**config.mk**
```make
export PLATFORM = sky130hd
export DESIGN_NAME = load_data_unit
export DESIGN_NICKNAME = d
export VERILOG_FILES = /design/src/rtl/load_data_unit_pkg.sv /design/src/rtl/load_data_extract.sv /design/src/rtl/load_data_unit.sv
export SDC_FILE = /design/constraint.sdc
export NUM_CORES = 1
export LEC_CHECK = 0
export BUFFER_PORTS_ARGS = -buffer_cell sky130_fd_sc_hd__buf_4
export CAP_MARGIN = 5
export CORE_MARGIN = 5
export CORE_UTILIZATION = 49
export DETAILED_ROUTE_END_ITERATION = 6
export PLACE_DENSITY = 0.75
export SLEW_MARGIN = 0
export SYNTH_ARGS = -nofsm -noshare
export SYNTH_HDL_FRONTEND = slang
export SYNTH_SLANG_ARGS = --single-unit
```
**constraint.sdc**
```tcl
create_clock -name clk_i -period 5.4 [get_ports clk_i]
set_input_delay 1.62 -clock clk_i [delete_from_list [all_inputs] [get_ports clk_i]]
set_output_delay 1.62 -clock clk_i [all_outputs]
set_load 0.03 [all_outputs]
```
**src/rtl/load_data_unit_pkg.sv**
```systemverilog
// Shared encodings for the load data unit: sign_mask size codes, sign bit position, FSM states.
// Pure definitions: no timing and no flow control.
package load_data_unit_pkg;

  localparam logic [1:0] SIZE_BYTE = 2'b00;
  localparam logic [1:0] SIZE_HALF = 2'b01;
  localparam int         SIGN_BIT  = 2;

  typedef enum logic [2:0] {
    ST_IDLE  = 3'd0,
    ST_RD0   = 3'd1,
    ST_WAIT0 = 3'd2,
    ST_RD1   = 3'd3,
    ST_WAIT1 = 3'd4,
    ST_RESP  = 3'd5
  } state_t;

  // sign_mask[1] set means word, whatever sign_mask[0] holds
  function automatic logic is_misaligned(input logic [2:0] mask, input logic [1:0] off);
    if (mask[1])
      return off != 2'b00;
    if (mask[1:0] == SIZE_HALF)
      return off[0];
    return 1'b0;
  endfunction

  function automatic logic needs_split(input logic [2:0] mask, input logic [1:0] off);
    if (mask[1])
      return off != 2'b00;
    if (mask[1:0] == SIZE_HALF)
      return off == 2'b11;
    return 1'b0;
  endfunction

endpackage

```
**src/rtl/load_data_extract.sv**
```systemverilog
// Picks the byte/halfword/word at the byte offset out of {word1,word0} and sign/zero extends it.
// Purely combinational, no backpressure.
module load_data_extract
  import load_data_unit_pkg::*;
(
  input  logic [31:0] word0,
  input  logic [31:0] word1,
  input  logic [1:0]  offset,
  input  logic [2:0]  sign_mask,
  output logic [31:0] result
);

  logic [31:0] shifted;
  logic        sx;

  always_comb begin
    shifted = 32'({word1, word0} >> {offset, 3'b000});
    sx      = sign_mask[SIGN_BIT];
    case (sign_mask[1:0])
      SIZE_BYTE: result = {{24{sx & shifted[7]}}, shifted[7:0]};
      SIZE_HALF: result = {{16{sx & shifted[15]}}, shifted[15:0]};
      default:   result = shifted;
    endcase
  end

endmodule

```
**src/rtl/load_data_unit.sv**
```systemverilog
// Sequential LB/LBU/LH/LHU/LW unit; split misaligned service enabled by LOAD_MISALIGN_SPLIT_EN.
// Latency: done_o 2+MEM_LATENCY cycles after accept (split 3+2*MEM_LATENCY, unserviced misaligned 2).
// Backpressure: busy_o outside IDLE; requests seen while busy are dropped, not queued.
module load_data_unit
  import load_data_unit_pkg::*;
#(
  parameter int MEM_LATENCY = 1,
  parameter int ADDR_WIDTH  = 32
) (
  input  logic                  clk_i,
  input  logic                  rst_i,
  input  logic                  req_valid_i,
  input  logic [ADDR_WIDTH-1:0] addr_i,
  input  logic [2:0]            sign_mask_i,
  output logic                  mem_rd_en_o,
  output logic [ADDR_WIDTH-1:0] mem_addr_o,
  input  logic [31:0]           mem_rdata_i,
  output logic [31:0]           rdata_o,
  output logic                  done_o,
  output logic                  busy_o,
  output logic                  misaligned_o
);

`ifdef LOAD_MISALIGN_SPLIT_EN
  localparam bit SPLIT_EN = 1'b1;
`else
  localparam bit SPLIT_EN = 1'b0;
`endif

  localparam logic [2:0] LAT_M1 = 3'(MEM_LATENCY - 1);

  state_t                state, state_nxt;
  logic [2:0]            cnt, cnt_nxt;
  logic [ADDR_WIDTH-1:0] addr_q, rd_addr0, rd_addr1;
  logic [2:0]            mask_q;
  logic                  mis_q;
  logic [31:0]           word0_q, word1_q;
  logic                  accept, cap0, cap1, done_nxt, split, req_mis;
  logic [31:0]           ext_word0, ext_word1, ext_result, rdata_nxt;

  assign rd_addr0 = {addr_q[ADDR_WIDTH-1:2], 2'b00};
  assign rd_addr1 = rd_addr0 + ADDR_WIDTH'(4);
  assign split    = SPLIT_EN && needs_split(mask_q, addr_q[1:0]);
  assign req_mis  = is_misaligned(sign_mask_i, addr_i[1:0]) && !SPLIT_EN;
  assign busy_o   = (state != ST_IDLE);

  // An unserviced misaligned load enters RESP with cnt=1 so its response lands one cycle later
  always_comb begin
    state_nxt   = state;
    cnt_nxt     = cnt;
    accept      = 1'b0;
    cap0        = 1'b0;
    cap1        = 1'b0;
    mem_rd_en_o = 1'b0;
    mem_addr_o  = '0;
    case (state)
      ST_IDLE: begin
        if (req_valid_i) begin
          accept = 1'b1;
          if (req_mis) begin
            state_nxt = ST_RESP;
            cnt_nxt   = 3'd1;
          end else begin
            state_nxt = ST_RD0;
          end
        end
      end
      ST_RD0: begin
        mem_rd_en_o = 1'b1;
        mem_addr_o  = rd_addr0;
        cnt_nxt     = LAT_M1;
        state_nxt   = ST_WAIT0;
      end
      ST_WAIT0: begin
        if (cnt != 3'd0) begin
          cnt_nxt = cnt - 3'd1;
        end else begin
          cap0      = 1'b1;
          state_nxt = split ? ST_RD1 : ST_RESP;
        end
      end
      ST_RD1: begin
        mem_rd_en_o = 1'b1;
        mem_addr_o  = rd_addr1;
        cnt_nxt     = LAT_M1;
        state_nxt   = ST_WAIT1;
      end
      ST_WAIT1: begin
        if (cnt != 3'd0) begin
          cnt_nxt = cnt - 3'd1;
        end else begin
          cap1      = 1'b1;
          state_nxt = ST_RESP;
        end
      end
      ST_RESP: begin
        if (cnt != 3'd0)
          cnt_nxt = cnt - 3'd1;
        else
          state_nxt = ST_IDLE;
      end
      default: state_nxt = ST_IDLE;
    endcase
  end

  // Bypass the word being captured so the result register loads on the same edge
  assign ext_word0 = cap0 ? mem_rdata_i : word0_q;
  assign ext_word1 = cap1 ? mem_rdata_i : word1_q;
  assign done_nxt  = (cap0 && !split) || cap1 || (state == ST_RESP && cnt == 3'd1);
  assign rdata_nxt = mis_q ? 32'd0 : ext_result;

  load_data_extract u_extract (
    .word0     (ext_word0),
    .word1     (ext_word1),
    .offset    (addr_q[1:0]),
    .sign_mask (mask_q),
    .result    (ext_result)
  );

  always_ff @(posedge clk_i or posedge rst_i) begin
    if (rst_i) begin
      state        <= ST_IDLE;
      cnt          <= 3'd0;
      addr_q       <= '0;
      mask_q       <= 3'd0;
      mis_q        <= 1'b0;
      word0_q      <= 32'd0;
      word1_q      <= 32'd0;
      rdata_o      <= 32'd0;
      done_o       <= 1'b0;
      misaligned_o <= 1'b0;
    end else begin
      state        <= state_nxt;
      cnt          <= cnt_nxt;
      done_o       <= done_nxt;
      misaligned_o <= done_nxt & mis_q;
      if (accept) begin
        addr_q <= addr_i;
        mask_q <= sign_mask_i;
        mis_q  <= req_mis;
      end
      if (cap0)
        word0_q <= mem_rdata_i;
      if (cap1)
        word1_q <= mem_rdata_i;
      if (done_nxt)
        rdata_o <= rdata_nxt;
    end
  end

endmodule

```
* Word-level counts from Yosys, hierarchy flattened
Index checks and enable logic that the tools add are counted.
** Word-level totals
- Input bits :: 70
- Flip-flop bits (word level) :: 140
- Latch bits :: 0
- Logic and storage cells :: 70
- Memories :: 0
- Output and inout bits :: 68
- Memory bits (read-only) :: 0
- RAM bits :: 0
** Cells by class
- Reduce and logical (&&, ||, !) cells :: 14
- Div/mod/pow operators :: 0
- Equal/unequal tests :: 13
- Add/sub/neg operators :: 2
- Bitwise operators :: 3
- Order comparisons :: 0
- $mul :: 0
- Muxes and demuxes :: 27
- Shift operators :: 1
** Operators with widths (number)
- one-hot mux 32 bit (2 select lines) :: 2
- 2-to-1 mux 32 bit :: 3
- >> shifter 64 x 5 -> 32 bit :: 1
- adder 32 x 3 -> 32 bit, second input constant :: 1
- 2-to-1 mux 3 bit :: 7
- one-hot mux 3 bit (5 select lines) :: 1
- 2-to-1 mux 1 bit :: 13
- one-hot mux 3 bit (3 select lines) :: 1
- nonzero test 3 bit :: 3
- inequality test 2 bit, second input constant :: 4
- == test 3 x 1 -> 1 bit, second input constant :: 2
- == test 3 x 2 -> 1 bit, second input constant :: 2
- == test 3 bit, second input constant :: 2
- == test 2 x 1 -> 1 bit, second input constant :: 2
- AND reduction 4 bit :: 1
- OR reduction 2 bit :: 2
- AND 1 bit :: 3
- logical NOT 3 bit :: 1
- AND reduction 3 bit :: 1
- OR reduction 3 bit :: 1
- subtractor 3 x 1 -> 3 bit, second input constant :: 1
- logical NOT 2 bit :: 1
- logical OR 1 bit :: 2
- inequality test 2 x 1 -> 1 bit, second input constant :: 1
- other kinds (2) :: 2

* Logic depth before layout (Yosys ltp)
Gate-level depths: netlist of run 1.
- Word-level depth :: 8
- Gate-level depth with buffers :: 12
- Gate-level depth less buffers :: 8

* Modules after synthesis
Synthesis of run 1 repeated with hierarchy kept, for this count alone.
** Second synthesis, totals
- Cells, all modules :: 628
- Area, all modules :: 7638.6 µm²
** Modules (own cells, without submodules)
- load_data_unit :: cells each 528, area an instance 6535.0 µm², times used 1
- load_data_extract :: cells each 100, area an instance 1103.6 µm², times used 1

* Least setup slack after synthesis of run 1
No wires, ideal clock.
- Kind :: reg2out
- Start :: register addr_q[11]
- End :: output port mem_addr_o[25]
- Path slack :: 1390 ps
- Arrival time :: 2390 ps
- Data required time :: 3780 ps
- Stages on the path, launching flop included :: 7
- Cells stage by stage :: dfrtp_1 -> nand4_2 -> or4_1 -> buf_2 -> or3_4 -> or3_1 -> a21oi_1
** Between the ends
- Longest elaborated chain between the ends :: 2
** Ends and longest elaborated chain
- start, declared :: line load_data_unit.sv:34 : logic [ADDR_WIDTH-1:0] addr_q, rd_addr0, rd_addr1;
- start signal, assigned :: line load_data_unit.sv:138 : addr_q <= addr_i;
- adder 32 x 3 -> 32 bit :: line load_data_unit.sv:42 : assign rd_addr1 = rd_addr0 + ADDR_WIDTH'(4);
- one-hot mux 32 bit (2 select lines) :: line load_data_unit.sv:56 : case (state)
- end, declared :: line load_data_unit.sv:16 : output logic [ADDR_WIDTH-1:0] mem_addr_o,
No other way between the ends.

* Final worst setup path of run 1
Same ends and word-level chain as after synthesis.

==> results of run 1 <==
[state kept, by name (all words and copies together) (netlist names)]
register and cells:
addr_q 32, cnt 3, done_o 1, mask_q 3
mis_q 1, misaligned_o 1, rdata_o 32, state 3
word0_q 32, word1_q 24
[metal layers]
layer  up-vias  global-route usage
li1       2431                   -
met3        39              0.0528
met5         -                   0
met4         0               0.103
met1      2624               0.282
met2       157               0.338
[report_power, final]
| part | internal (uW) | total (uW) | switching, uW | leakage [uW] |
|---|---|---|---|---|
| clock | 785 | 1210 | 429 | 0.000297 |
| combinational | 1180 | 2670 | 1480 | 0.00206 |
| sequential | 1440 | 1790 | 349 | 0.00164 |
[layout make-up]
cell class | count | area [um2] | share of cell area
clock buffers | 20 | 447 | 0.0514
repair buffers | 143 | 1070 | 0.123
multi-input cells | 385 | 3220 | 0.371
flip-flops and latches | 132 | 3300 | 0.380
clock inverters | 12 | 179 | 0.0206
well taps | 180 | 225 | 0.0259
inverters | 65 | 246 | 0.0283
[stage by stage]
stage / instances / hold slack [ns] / setup slack (ns) / area, um2
final: 937 / 0.483 / 0.962 / 8700
after global placement: 905 / 0.461 / 1.45 / 8070
after detailed placement: 905 / 0.467 / 1.42 / 8070
after floorplan: 622 / 0.442 / 0.254 / 6970
after global routing: 937 / 0.503 / 0.819 / 8700
after CTS: 937 / 0.482 / 0.957 / 8700
[placed cells by master, fill, tap and decap left out, types with 4 or more instances in the layout]
master     instances
ha_1               4
dfrtp_1          132
xor2_1            14
mux2i_1           57
o21ai_0           16
nand4_1            6
nand3_1           13
a21oi_1            8
nand2_1           46
mux4_2            29
o21ai_1            6
nor4_1             8
nor2_1            46
nor3_1             8
o211ai_1           4
inv_1             63
a22o_1            14
xnor2_1           14
or3_1              5
bufinv_16          4
clkbuf_16         17
a211o_1            8
and4_1             4
mux2_2            38
nor2b_1            6
buf_4            143
[logic make-up after synthesis]
logic type,Yosys count,synth area share
and+or+nand+nor,159,0.112
DFF,132,0.474
muxes,125,0.239
buffers and inverters,105,0.0643
AOI/OAI and AO/OA,67,0.0672
xor gates and xnor gates,28,0.0352
adders and majority gates,4,0.00719
other,1,0.000539
[synthesized netlist by cell type, types with 4 or more instances]
master	number
xnor2_1	14
buf_1	5
and4_1	4
nor3_1	8
nand2_1	46
ha_1	4
o211ai_1	4
or3_1	5
nand3_1	13
mux2i_1	57
nor2b_1	6
buf_2	7
nor4_1	8
a21oi_1	8
mux2_2	38
dfrtp_1	132
a22o_1	14
nand4_1	6
o21ai_0	16
inv_1	64
xor2_1	14
buf_4	6
nor2_1	47
o21ai_1	6
a211o_1	8
mux4_2	29
clkbuf_1	19
[critical path: stages (launching register included)]
cell and delay (ns):
dfrtp_1 0.44, nand4_2 0.16, or4_1 0.69, or3_4 0.40
or3_1 0.35, a21oi_1 0.15, buf_4 0.20
[how the worst max path moves through the flow]
stage               startpoint              to  slack, ns  depth (start not counted)
floorplan                rst_i       addr_q[0]       0.25                          1
global placement    addr_q[11]  mem_addr_o[31]       1.45                          6
detailed placement  addr_q[11]  mem_addr_o[25]       1.42                          6
CTS                 addr_q[11]  mem_addr_o[25]       0.96                          6
global route         addr_q[4]  mem_addr_o[31]       0.82                          6
finish              addr_q[11]  mem_addr_o[25]       0.96                          6
==> impl_metrics.tcl, run 1 <==
set metrics [dict create \
    clock_skew_ns 0.00791 \
    vias_per_cell 5.60 \
    ant_nets 0 \
    dp_hpwl_um 12400 \
    n_antenna_cell 0 \
    drc 0 \
    rows 43 \
    grt_use_total 0.215 \
    fin_setup_tns_ns 0 \
    layout_min_cycle_time_ns 4.44 \
    max_freq_ghz 0.225 \
    relSlewSlack 0.266 \
    synthCells 621 \
    avgRoutedWirePerCell_um 18.7 \
    fillers 1083 \
    die_h_um 129 \
    die_w_um 129 \
    worstRegToRegCells 9 \
    ys_seq_area_frac 0.474 \
    grt_antenna_before_repair 0 \
    met2WireLength_um 8560 \
    grt_max_degree 70 \
    wl_met1_um 7300 \
    nets 818 \
    tritoncts "done" \
    hp-start "word1_q[21]" \
    netlist_top_cells_area "dfrtp_1 (47%), mux4_2 (9.4%), mux2i_1 (8.2%), mux2_2 (6.1%), inv_1 (3.5%)" \
    drv_cap 0 \
    ir_drop_mv 0.311 \
    core_mm2 0.0139 \
    hold_end "word1_q[21]" \
    drt_iter0_drc 381 \
    grt_pass1_wl_um 27600 \
    dr.pass1.iters 4 \
    io_buffer_count 135 \
    cts-htree-levels 4 \
    dieArea_mm2 0.0167 \
    cts_buffer_depth 2 \
    vias 5251 \
    clkSinkCount 132 \
    initial_utilization 0.502 \
    area_growth_pct 24.9 \
    ios 138 \
    ys_ff_latch 132 \
    drv_slew 0 \
    synthArstFlopShare 1.00 \
    clock_latency_ns 0.42 \
    synth_largest_area_cell "dfrtp_1" \
    power_density_mw_per_mm2 652 \
    min_period_over_period 0.822 \
    fin_util 0.626 \
    setup.worst_path.start_class "flip-flop" \
    grt_pass1_vias 5360 \
    yosysTopAreaCellShare 0.474 \
    avgSynthCellArea_um2 11.2 \
    rsz0062_at_grt "false" \
    status "finished clean" \
    min_path_cells 2 \
    clk_pin_slew_ns 0.06 \
    ys.flop_type "dfrtp_1" \
    route.met3.wl_um 1120 \
    worst_slew_pin_slew_ns 1.10 \
    grt-ovfl-total 0 \
    numCtsBuffers 17 \
    worstSetupEndpointType "output port" \
    synth_edf_count 0 \
    rrSetupSlack_ns 2.27 \
    ys_warn_count 0 \
    postCtsSetupBuffers 0 \
    hold_viol_final 0 \
    place_congestion 0.874 \
    cp_max_fo 8 \
    synthesis.area_mm2 0.00696 \
    drive_gt1_frac 0.328 \
    hold_path_class "flip-flop to flip-flop" \
    wl_um 17500 \
    leakagePower_uw 0.00399 \
    dr.max_layer_used "met4" \
    clock-root-buffer "clkbuf_16" \
    cts_resized 0 \
    totalPowerFinal_uw 5670 \
    crit_arrival_ns 2.82 \
    setup_violations 0 \
    r2r-start "cnt[0]" \
    path_class "flip-flop to output port" \
    synth_cell_types 52 \
    required_ns 3.78 \
    holdBufCountCts 0 \
    r2r_end "rdata_o[12]" \
]
Power figures use the tool's default switching activity.
==> run 2, diff against run 1 <==
--- a/config.mk
+++ b/config.mk
@@ -10,7 +10,7 @@
 export CORE_MARGIN = 5
 export CORE_UTILIZATION = 49
 export DETAILED_ROUTE_END_ITERATION = 6
-export PLACE_DENSITY = 0.75
+export PLACE_DENSITY = 0.72
 export SLEW_MARGIN = 0
 export SYNTH_ARGS = -nofsm -noshare
 export SYNTH_HDL_FRONTEND = slang
==> constraint.sdc (replaced) <==
create_clock -name clk_i -period 4.2 [get_ports clk_i]
set_input_delay 1.26 -clock clk_i [delete_from_list [all_inputs] [get_ports clk_i]]
set_output_delay 1.26 -clock clk_i [all_outputs]
set_load 0.03 [all_outputs]
==> run 2 against run 1 <==
Sequential power up 28%. Die area unchanged. Critical path depth unchanged. Non-clock buffer count up 2. Flip-flop and latch count unchanged. Largest cell class unchanged. Global-route usage down 0.16 points. Cell area down 0.17%. Core utilization down 0.11 points. Critical path type unchanged.
==> impl_metrics.tcl, run 2 (synthesis gave the netlist of run 1 again) <==
set metrics [dict create \
    path_class "flip-flop to output port" \
    relSlewSlack 0.306 \
    drive_gt1_frac 0.331 \
    die_h_um 129 \
    tritoncts "done" \
    leakagePower_uw 0.00399 \
    grt_pass1_vias 5289 \
    initial_utilization 0.502 \
    cp_slowest_cell "or4_4" \
    area_growth_pct 24.7 \
    vias_per_cell 5.55 \
    vias 5210 \
    power_density_mw_per_mm2 822 \
    clock_latency_ns 0.42 \
    wl_um 16900 \
    nets 820 \
    required_ns 2.94 \
    cts-htree-levels 4 \
    setup_violations 0 \
    dr.pass1.iters 5 \
    max_freq_ghz 0.252 \
    setup.worst_path.start_class "flip-flop" \
    dieArea_mm2 0.0167 \
    grt_pass1_wl_um 27600 \
    final_common_cell "buf_4" \
    crit_arrival_ns 2.71 \
    grt_antenna_before_repair 0 \
    place_congestion 0.837 \
    clock_skew_ns 0.00728 \
    clock-root-buffer "clkbuf_16" \
    drv_cap 0 \
    ios 138 \
    clk_pin_slew_ns 0.06 \
    min_period_over_period 0.946 \
    cts_buffer_depth 2 \
    worst_slew_pin_slew_ns 1.04 \
    instances_no_fill 939 \
    reg.largest.list "addr_q (32), rdata_o (32), word0_q (32)" \
    placedCellCount 907 \
    grt_max_degree 104 \
    n_antenna_cell 0 \
    ant_nets 0 \
    ir_drop_mv 0.287 \
    cp_max_fo 8 \
    hold_path_class "flip-flop to flip-flop" \
    dp_hpwl_um 12300 \
    rows 43 \
    drt_iter0_drc 341 \
    io_buffer_count 135 \
    worstSetupEndpointType "output port" \
    crit_chain "nand4_2 -> or4_4 -> or3_4 -> or3_1 -> a21oi_1 -> buf_4" \
    layout_common_cells "buf_4 (143), dfrtp_1 (132), inv_1 (63)" \
    status "finished clean" \
    fin_setup_tns_ns 0 \
    drv_slew 0 \
    rsz0062_at_grt "false" \
    avgRoutedWirePerCell_um 18.0 \
    layout_min_cycle_time_ns 3.97 \
    core_mm2 0.0139 \
    numCtsBuffers 17 \
    grt_use_total 0.214 \
    clkSinkCount 132 \
    hold_viol_final 0 \
    grt-ovfl-total 0 \
    cp_slowest_stage_delay_ns 0.61 \
    drc 0 \
    die_w_um 129 \
    holdBufCountCts 0 \
]
-- run 2: cell count changes in the layout (fill, tap and decap cells not counted), moves of 2 or more --
cell	change
clkbuf_8	+3
clkinv_2	+3
buf_12	+2
bufinv_16	-3
clkinv_4	-2
-- run 2: final timing paths --
check                      startpoint        endpoint  slack (ns)  cells after the start
max                        addr_q[11]  mem_addr_o[25]        0.23                      6
min                        word0_q[3]      word0_q[3]        0.48                      2
max reg2reg                    cnt[0]     rdata_o[18]        0.93                      9
min reg2reg                word0_q[3]      word0_q[3]        0.48                      2
max in group asynchronous       rst_i     rdata_o[10]        2.35                      3
min in group asynchronous       rst_i     word0_q[28]        0.93                      2
-- run 2: layout make-up --
type                       count  area [um2]
clock buffer                  23         488
fill                        1137        5200
clock inverter                 9        77.6
tap                          180         225
inverter                      65         248
sequential                   132        3300
multi-input combinational    385        3230
timing repair buffer         145        1110
-- run 2: through the flow --
step | instance area, um2 | utilization | power (uW) | hold WS [ns] | setup WS, ns
2_1_floorplan | 6970 | - | 4740 | 0.442 | 0.550
3_3_place_gp | 8110 | 0.584 | 5610 | 0.461 | 0.607
3_5_place_dp | 8110 | 0.584 | 5740 | 0.470 | 0.558
4_1_cts | 8680 | 0.625 | 7170 | 0.484 | 0.0910
5_1_grt | 8680 | 0.625 | 7610 | 0.509 | 0.0288
6_report | 8680 | 0.625 | 7140 | 0.480 | 0.227
-- run 2: what timing repair did --
item	in CTS	in global routing
buffers inserted	0	0
resized for setup	0	1
setup endpoints to repair	0	2
-- run 2: power by group --
| group | switching (uW) | internal, uW | leakage [uW] |
|---|---|---|---|
| sequential | 433 | 1860 | 0.00164 |
| combinational | 1900 | 1540 | 0.00208 |
| clock | 535 | 870 | 0.000275 |
-- run 2: routing by layer --
layer  wire length (um)  up-vias  global-route usage
li1                   -     2412                   -
met1               7270     2603               0.294
met5                  0        -                   0
met2               8320      160               0.333
met4                420        0              0.0760
met3                888       35              0.0528
-- run 2: critical path, delay by kind of cell, from the launching register on --
kind                   cells  cell delay, ns
AOI/OAI and AO/OA          1            0.15
buffers and inverters      1            0.20
and+or+nand+nor            4            1.50
DFF                        1            0.44
